## config.mk

```make
export PLATFORM = sky130hd
export DESIGN_NAME = regwrite_trace_fifo_flat
export DESIGN_NICKNAME = d
export VERILOG_FILES = /design/src/rtl/regwrite_trace_fifo_if.sv /design/src/rtl/regwrite_trace_fifo.sv /design/src/flat_wrapper.sv
export SDC_FILE = /design/constraint.sdc
export NUM_CORES = 1
export LEC_CHECK = 0
export CAP_MARGIN = 20
export CELL_PAD_IN_SITES_DETAIL_PLACEMENT = 0
export CELL_PAD_IN_SITES_GLOBAL_PLACEMENT = 1
export CORE_MARGIN = 5
export CORE_UTILIZATION = 49
export CTS_BUF_LIST = sky130_fd_sc_hd__clkbuf_8
export CTS_CLUSTER_SIZE = 24
export DETAILED_ROUTE_END_ITERATION = 7
export PLACE_DENSITY = 0.87
export SYNTH_ARGS = -nofsm -noshare
export SYNTH_HDL_FRONTEND = slang
export SYNTH_SLANG_ARGS = --single-unit
```

## constraint.sdc

```tcl
create_clock -name Clk -period 6.76 [get_ports Clk]
set_input_delay 1.352 -clock Clk [delete_from_list [all_inputs] [get_ports Clk]]
set_output_delay 1.352 -clock Clk [all_outputs]
set_load 0.02 [all_outputs]
```

## src/rtl/regwrite_trace_fifo_if.sv

```systemverilog
// Trace port bundle: core writeback bus in, show-ahead trace stream out.
// The master side is the core/sink environment; the slave side is the trace FIFO.
interface regwrite_trace_fifo_if #(
    parameter int unsigned TS_W = 16
);
    logic            RegWrite;
    logic [4:0]      WriteRegister;
    logic [31:0]     WriteDataReg;
    logic [31:0]     PC;
    logic            trace_ready;
    logic            trace_valid;
    logic [31:0]     trace_pc;
    logic [4:0]      trace_reg;
    logic [31:0]     trace_data;
    logic [TS_W-1:0] trace_ts;

    modport master (
        output RegWrite, WriteRegister, WriteDataReg, PC, trace_ready,
        input  trace_valid, trace_pc, trace_reg, trace_data, trace_ts
    );

    modport slave (
        input  RegWrite, WriteRegister, WriteDataReg, PC, trace_ready,
        output trace_valid, trace_pc, trace_reg, trace_data, trace_ts
    );
endinterface

```

## src/rtl/regwrite_trace_fifo.sv

```systemverilog
// Register-writeback trace FIFO: records qualifying core writebacks with a
// cycle timestamp, never stalls the core, drops and counts on overflow.
module regwrite_trace_fifo #(
    parameter int unsigned DEPTH     = 8,
    parameter bit          SKIP_ZERO = 1'b1,
    parameter int unsigned TS_W      = 16
) (
    input  logic                    Clk,
    input  logic                    reset,
    input  logic                    trace_en,
    input  logic                    ovf_clr,
    regwrite_trace_fifo_if.slave    bus,
    output logic [$clog2(DEPTH):0]  fifo_count,
    output logic                    overflow,
    output logic [7:0]              drop_count
);
    localparam int unsigned AW = $clog2(DEPTH);
    localparam int unsigned EW = 32 + 5 + 32 + TS_W;

    logic [EW-1:0]   mem [DEPTH];
    logic [AW-1:0]   wr_ptr;
    logic [AW-1:0]   rd_ptr;
    logic [AW:0]     count;
    logic [TS_W-1:0] ts;
    logic [EW-1:0]   head;
    logic            cap;
    logic            valid;
    logic            full;
    logic            pop;
    logic            push;
    logic            drop;

    always_comb begin
        cap   = trace_en & bus.RegWrite & ~(SKIP_ZERO & (bus.WriteRegister == 5'd0));
        valid = (count != '0);
        full  = (count == (AW+1)'(DEPTH));
        pop   = valid & bus.trace_ready;
        // a pop in the same edge frees the slot, so a full FIFO still accepts
        push  = cap & (~full | pop);
        drop  = cap & full & ~pop;
    end

    always_ff @(posedge Clk or negedge reset) begin
        if (!reset) begin
            wr_ptr <= '0;
            rd_ptr <= '0;
            count  <= '0;
            ts     <= '0;
        end else begin
            ts <= ts + TS_W'(1);
            if (push) wr_ptr <= wr_ptr + AW'(1);
            if (pop)  rd_ptr <= rd_ptr + AW'(1);
            case ({push, pop})
                2'b10:   count <= count + (AW+1)'(1);
                2'b01:   count <= count - (AW+1)'(1);
                default: count <= count;
            endcase
        end
    end

    always_ff @(posedge Clk or negedge reset) begin
        if (!reset) begin
            overflow   <= 1'b0;
            drop_count <= '0;
        end else if (drop) begin
            overflow   <= 1'b1;
            drop_count <= ovf_clr ? 8'd1 : ((drop_count == '1) ? '1 : drop_count + 8'd1);
        end else if (ovf_clr) begin
            overflow   <= 1'b0;
            drop_count <= '0;
        end
    end

    always_ff @(posedge Clk) begin
        if (push) mem[wr_ptr] <= {bus.PC, bus.WriteRegister, bus.WriteDataReg, ts};
    end

    // head slot is masked so the outputs read zero whenever nothing is held
    always_comb begin
        head            = mem[rd_ptr];
        bus.trace_valid = valid;
        bus.trace_pc    = valid ? head[EW-1 -: 32]        : '0;
        bus.trace_reg   = valid ? head[TS_W+36 -: 5]      : '0;
        bus.trace_data  = valid ? head[TS_W+31 -: 32]     : '0;
        bus.trace_ts    = valid ? head[TS_W-1:0]          : '0;
    end

    assign fifo_count = count;
endmodule

```

## src/flat_wrapper.sv

```systemverilog
// flat-port wrapper written by rule: the top's interface ports become plain ports
module regwrite_trace_fifo_flat 
#(
    parameter int unsigned DEPTH     = 8,
    parameter bit          SKIP_ZERO = 1'b1,
    parameter int unsigned TS_W      = 16
)
  (Clk, reset, trace_en, ovf_clr, fifo_count, overflow, drop_count, bus_RegWrite, bus_WriteRegister, bus_WriteDataReg, bus_PC, bus_trace_ready, bus_trace_valid, bus_trace_pc, bus_trace_reg, bus_trace_data, bus_trace_ts);
  regwrite_trace_fifo_if #(.TS_W(TS_W)) bus_i ();
  input  logic Clk;
  input  logic reset;
  input  logic trace_en;
  input  logic ovf_clr;
  output logic [$clog2(DEPTH):0] fifo_count;
  output logic overflow;
  output logic [7:0] drop_count;
  input wire logic [$bits(bus_i.RegWrite)-1:0] bus_RegWrite;
  input wire logic [$bits(bus_i.WriteRegister)-1:0] bus_WriteRegister;
  input wire logic [$bits(bus_i.WriteDataReg)-1:0] bus_WriteDataReg;
  input wire logic [$bits(bus_i.PC)-1:0] bus_PC;
  input wire logic [$bits(bus_i.trace_ready)-1:0] bus_trace_ready;
  output wire logic [$bits(bus_i.trace_valid)-1:0] bus_trace_valid;
  output wire logic [$bits(bus_i.trace_pc)-1:0] bus_trace_pc;
  output wire logic [$bits(bus_i.trace_reg)-1:0] bus_trace_reg;
  output wire logic [$bits(bus_i.trace_data)-1:0] bus_trace_data;
  output wire logic [$bits(bus_i.trace_ts)-1:0] bus_trace_ts;
  assign bus_i.RegWrite = bus_RegWrite;
  assign bus_i.WriteRegister = bus_WriteRegister;
  assign bus_i.WriteDataReg = bus_WriteDataReg;
  assign bus_i.PC = bus_PC;
  assign bus_i.trace_ready = bus_trace_ready;
  assign bus_trace_valid = bus_i.trace_valid;
  assign bus_trace_pc = bus_i.trace_pc;
  assign bus_trace_reg = bus_i.trace_reg;
  assign bus_trace_data = bus_i.trace_data;
  assign bus_trace_ts = bus_i.trace_ts;
  regwrite_trace_fifo #(.DEPTH(DEPTH), .SKIP_ZERO(SKIP_ZERO), .TS_W(TS_W)) u_core (.Clk(Clk), .reset(reset), .trace_en(trace_en), .ovf_clr(ovf_clr), .bus(bus_i), .fifo_count(fifo_count), .overflow(overflow), .drop_count(drop_count));
endmodule
```

Word level (Yosys, flattened, before mapping)
Memories as Yosys holds them, arrays and structs flattened.
Index checks and enable logic that the tools add are counted.
{"block": "word_totals", "word_cells": 44, "memories": 1, "mem_bits_rw": 680, "reg_bits": 35}
{"block": "classes", "bitwise": 10, "n_mux": 13, "n_addsub": 6, "reduce_logical": 4, "eq_ne": 4}
{"name": "u_core.mem", "depth": 8, "word_bits": 85, "rd": 1, "rd_clocked_by_memory_dff": 0, "write_ports": 1, "line": "regwrite_trace_fifo.sv:20", "rtl": "logic [EW-1:0] mem [DEPTH];"}
{"operator": "$mux W32", "count": 2}
{"operator": "$mux W8", "count": 4}
{"operator": "$add A16 B1 Y16 const B", "count": 1}
{"operator": "$mux W16", "count": 1}
{"operator": "$add A8 B1 Y8 const B", "count": 1}
{"operator": "$eq A8 B8 Y1 const B", "count": 1}
{"operator": "$pmux W4 S2", "count": 1}
{"operator": "$add A3 B1 Y3 const B", "count": 2}
{"operator": "$and A1 B1 Y1", "count": 6}
{"operator": "$logic_not A5 Y1", "count": 1}
{"operator": "$mux W5", "count": 1}
{"operator": "$add A4 B1 Y4 const B", "count": 1}
{"operator": "$eq A4 B4 Y1 const B", "count": 1}
{"operator": "$mux W1", "count": 4}
{"operator": "$reduce_bool A2 Y1", "count": 2}
{"operator": "$reduce_bool A4 Y1", "count": 1}
{"operator": "$sub A4 B1 Y4 const B", "count": 1}
{"operator": "$not A1 Y1", "count": 3}
{"operator": "$eq A2 B1 Y1 const B", "count": 1}
{"operator": "$eq A2 B2 Y1 const B", "count": 1}
{"operator": "$or A1 B1 Y1", "count": 1}

Logic depth before layout (Yosys ltp)
{"block": "logic_depth", "word_depth": 6, "ltp_mapped": 11, "mapped_depth_nobuf": 11}

Least setup slack after synthesis
No wires, ideal clock.
{"block": "synth_timing", "path_kind": "input to register", "from": "in bus_WriteRegister[0]", "to": "mem u_core.mem[1][0] in the netlist's numbering, enable pin", "slack_ns": -1.744, "arrival_time_ns": 7.872, "stages": 5, "setup_time_ns": 0.633, "path_cell_list": "or4_4 o211a_4 clkbuf_1 nand3_1 nor3_1"}
{"block": "synth_between", "elab_chain_len": 6}
{"element": "from (decl)", "line": "flat_wrapper.sv:18", "rtl": "input wire logic [$bits(bus_i.WriteRegister)-1:0] bus_WriteRegister;"}
{"element": "$logic_not A5 Y1", "line": "regwrite_trace_fifo.sv:34", "rtl": "cap = trace_en & bus.RegWrite & ~(SKIP_ZERO & (bus.WriteRegister == 5'd0));"}
{"element": "$not A1 Y1", "line": "regwrite_trace_fifo.sv:34"}
{"element": "$and A1 B1 Y1", "line": "regwrite_trace_fifo.sv:34"}
{"element": "$and A1 B1 Y1", "line": "regwrite_trace_fifo.sv:39", "rtl": "push = cap & (~full | pop);"}
{"element": "$mux W1", "line": "regwrite_trace_fifo.sv:75", "rtl": "if (push) mem[wr_ptr] <= {bus.PC, bus.WriteRegister, bus.WriteDataReg, ts};"}
{"element": "$mux W1 (implied by the code)", "line": "regwrite_trace_fifo.sv:75"}
{"element": "to (decl)", "line": "regwrite_trace_fifo.sv:20"}
Every way passes these cells.

Worst setup path in the final report
{"block": "layout_timing", "from": "reg u_core.rd_ptr[0]", "to": "out bus_trace_ts[1]"}
{"block": "layout_between", "elab_chain_len": 2}
{"element": "from (decl)", "line": "regwrite_trace_fifo.sv:22", "rtl": "logic [AW-1:0] rd_ptr;"}
{"element": "from (signal assigned)", "line": "regwrite_trace_fifo.sv:52", "rtl": "if (pop) rd_ptr <= rd_ptr + AW'(1);"}
{"element": "$mem_v2 Z8 W85"}
{"element": "$mux W16", "line": "regwrite_trace_fifo.sv:85", "rtl": "bus.trace_ts = valid ? head[TS_W-1:0] : '0;"}
{"element": "to (decl)", "line": "flat_wrapper.sv:26", "rtl": "output wire logic [$bits(bus_i.trace_ts)-1:0] bus_trace_ts;"}
Every way passes these cells.

==> results.sh <==
export IMPL_routedWlPerCell_microns=23.65
export IMPL_grt_pass1_wl_mm=84.88
export IMPL_io_pins=174
export IMPL_worstSetupStartpoint="u_core.rd_ptr[0]"
export IMPL_switchingPower_w=0.004075
export IMPL_grt_max_degree=86
export IMPL_post_route_period_util_pct=75.33
export IMPL_post_cts_resized=0
export IMPL_grt_pass1_vias=14160
export IMPL_finalNetCount=1583
export IMPL_crit_path_max_incr_delay_ns=0.87
export IMPL_regToRegEndpoint="u_core.mem[5][61]"
export IMPL_gp_congestion=0.7467
export IMPL_dpl_hpwl_mm=32.38
export IMPL_dp_cells=2142
export IMPL_critPathKind="reg -> out"
export IMPL_core_sq_um=55310
export IMPL_die_w_microns=246.8
export IMPL_cts_tree="yes"
export IMPL_clock_sinks=715
export IMPL_io_buffers=173
export IMPL_combPwrFrac_pct=34.0
export IMPL_start_util_pct=49.68
export IMPL_p_per_area_nw_per_um2=401.4
export IMPL_finalSetupViolations=0
export IMPL_cts_max_level=3
export IMPL_whs_ns=0.5454
export IMPL_rr_worst_depth=5
export IMPL_synth_edff_count=680
export IMPL_finalNonFillerCells=2334
export IMPL_cts_buffer_depth=3
export IMPL_rrSetupSlack_ns=3.63
export IMPL_utilization_pct=58.36
export IMPL_status="complete, no violations"
export IMPL_drive_gt1_share_pct=21.32
export IMPL_rows=86
export IMPL_endpoint_kind="primary output"
export IMPL_rr_startpoint="u_core.fifo_count[0]"
export IMPL_drc=0
export IMPL_rsz0062_at_grt="false"
export IMPL_syn_nets=1336
export IMPL_slowest_stage="dfrtp_4"
export IMPL_yosysMostFrequentCell="edfxtp_1"
export IMPL_synth_top_area_share_pct=74.31
export IMPL_fmax_mhz=196.4
export IMPL_p_int_w=0.008881
export IMPL_layout_min_cycle_time_ns=5.092
export IMPL_synth_cell_types=43
export IMPL_cts_buffers=104
export IMPL_dr_pass1_iters=5
export IMPL_syn_cell_area_sq_um=27480
export IMPL_syn_to_final_growth_pct=17.46
export IMPL_worst_slew_pin_slew_ns=1.073
export IMPL_maxCapViolations=0
export IMPL_path_clk_slew_ns=0.07
export IMPL_critPathCapture="bus_trace_ts[1]"
export IMPL_start_kind="flop"
export IMPL_maxSlewHeadroom_pct=28.31
export IMPL_critical_path_max_fanout=34
export IMPL_drtIter0Drc=954
export IMPL_synth_ff_type="edfxtp_1"
export IMPL_post_cts_buffers=0
export IMPL_clkPwrFrac_pct=24.1
export IMPL_async_reset_ff_share_pct=4.895
export IMPL_clock_skew_ns=0.04393
export IMPL_path_cells="buf_4, mux4_2, mux2i_1, nor2_1, clkdlybuf4s50_1"
export IMPL_p_leak_nw=10.69
export IMPL_yosysSeqAreaShare_pct=77.50
export IMPL_grt_usage_pct=18.38
export IMPL_yosys_top_cells_area="edfxtp_1 (74%), mux4_2 (14%), dfrtp_1 (3.2%), mux2i_1 (3.2%), nor2_1 (1.4%)"
export IMPL_die_area_sq_um=60920
export IMPL_grt_antenna_before_repair=4
export IMPL_power_w=0.01296
export IMPL_switching_share_pct=31.45
export IMPL_clkLatencyLatePin_ns=0.70
export IMPL_die_y_microns=246.8
export IMPL_synth_seq_cells=715
export IMPL_finalSetupTns_ns=0
export IMPL_gr_total_overflow=0
export IMPL_slew_violations=0
export IMPL_via_per_inst=5.629
export IMPL_peakVddDrop_mv=0.3110
export IMPL_worstPathArrival_ns=3.74
export IMPL_crit_required_ns=5.41
export IMPL_ctsHoldBuffers=0
export IMPL_synthTopCellsByCount="edfxtp_1 (680), mux4_2 (170), nor2_1 (99)"
export IMPL_seq_power_share_pct=41.9
export IMPL_syn_instance_count=1254
export IMPL_wl_mm=55.20
export IMPL_hold_viol=0
export IMPL_synth_largest_area_cell="edfxtp_1"
export IMPL_hp_class="reg -> reg"
export IMPL_root_buffer="clkbuf_8"
export IMPL_routed_via_count=13140
export IMPL_syn_avg_cell_area_sq_um=21.91
export IMPL_synth_yosys_warnings=0
export IMPL_ant_nets=0
## registers in the layout, summed over array words and instances, names as in the netlist
name	cells
u_core.overflow	1
u_core.fifo_count	4
u_core.drop_count	8
u_core.wr_ptr	3
u_core.mem	680
u_core.rd_ptr	3
u_core.ts	16
## worst min path at each step
stage                    startpoint                   end  slack, ns  cells after the start
2_1_floorplan      u_core.wr_ptr[0]      u_core.wr_ptr[0]       0.52                      2
5_1_grt        u_core.drop_count[5]  u_core.drop_count[5]       0.57                      1
3_5_place_dp   u_core.drop_count[5]  u_core.drop_count[5]       0.52                      1
3_3_place_gp   u_core.drop_count[5]  u_core.drop_count[5]       0.53                      1
6_report       u_core.drop_count[5]  u_core.drop_count[5]       0.55                      1
4_1_cts        u_core.drop_count[5]  u_core.drop_count[5]       0.53                      1
## worst max-delay path, delay by kind of cell, from the launching register on
| family | cells | cell delay [ns] |
|---|---|---|
| flops | 1 | 0.87 |
| buf+inv | 2 | 1.05 |
| mux | 2 | 1.00 |
| simple gates | 1 | 0.10 |
## layer usage
layer	GRT usage, %	wire (microns)	part of all wire [%]	vias up
li1	-	-	-	5696
met1	24.87	22410	41	6890
met2	29.82	27630	50	474
met3	5.285	4263	7.7	73
met4	4.923	868	1.6	6
met5	0	33	0.060	-
## per-stage QoR
step	cell area, sq um	worst slack [ns]
after floorplan	27490	0.5339
after global placement	30320	1.726
after detailed placement	30350	1.894
after CTS	32250	1.519
after global routing	32270	1.368
final	32280	1.668
## final cells by class
| type | count | area (sq um) |
|---|---|---|
| clock inverter | 84 | 446.7 |
| antenna | 1 | 2.502 |
| clock buffer | 106 | 1459 |
| fill | 3961 | 23030 |
| multi-input combinational | 468 | 5953 |
| tap | 748 | 935.9 |
| inverter | 9 | 33.78 |
| sequential | 715 | 21310 |
| timing repair buffer | 203 | 2140 |
## placed cells by master (no fill, tap or decap), types with 11 or more instances in the layout
| master | instances |
|---|---|
| edfxtp_1 | 680 |
| clkdlybuf4s50_1 | 173 |
| mux4_2 | 170 |
| clkbuf_8 | 106 |
| nor2_1 | 93 |
| mux2i_1 | 87 |
| inv_1 | 47 |
| clkinv_1 | 33 |
| dfrtp_1 | 32 |
| buf_4 | 16 |
| buf_12 | 13 |
| nand3_1 | 12 |
| xnor2_1 | 12 |
| nand2_1 | 11 |
## power by group through the flow
| stage | clock network, W | registers, W | logic (W) |
|---|---|---|---|
| after floorplan | 0 | 0.00534 | 0.00289 |
| after global placement | 0 | 0.00551 | 0.00443 |
| after detailed placement | 0 | 0.00553 | 0.00446 |
| after CTS | 0.00320 | 0.00544 | 0.00448 |
| after global routing | 0.00342 | 0.00547 | 0.00472 |
| final | 0.00312 | 0.00543 | 0.00440 |
## kinds of logic after synthesis
logic type,synth area share [%]
XOR/XNOR,0.6056
adder cells (fa/ha/maj),0.3460
buffers and inverters,1.102
AND/OR/NAND/NOR,2.536
AO/OA/AOI/OAI,0.6466
multiplexers,17.27
flip-flops,77.50
No activity file was read; power rests on OpenSTA's default activity.
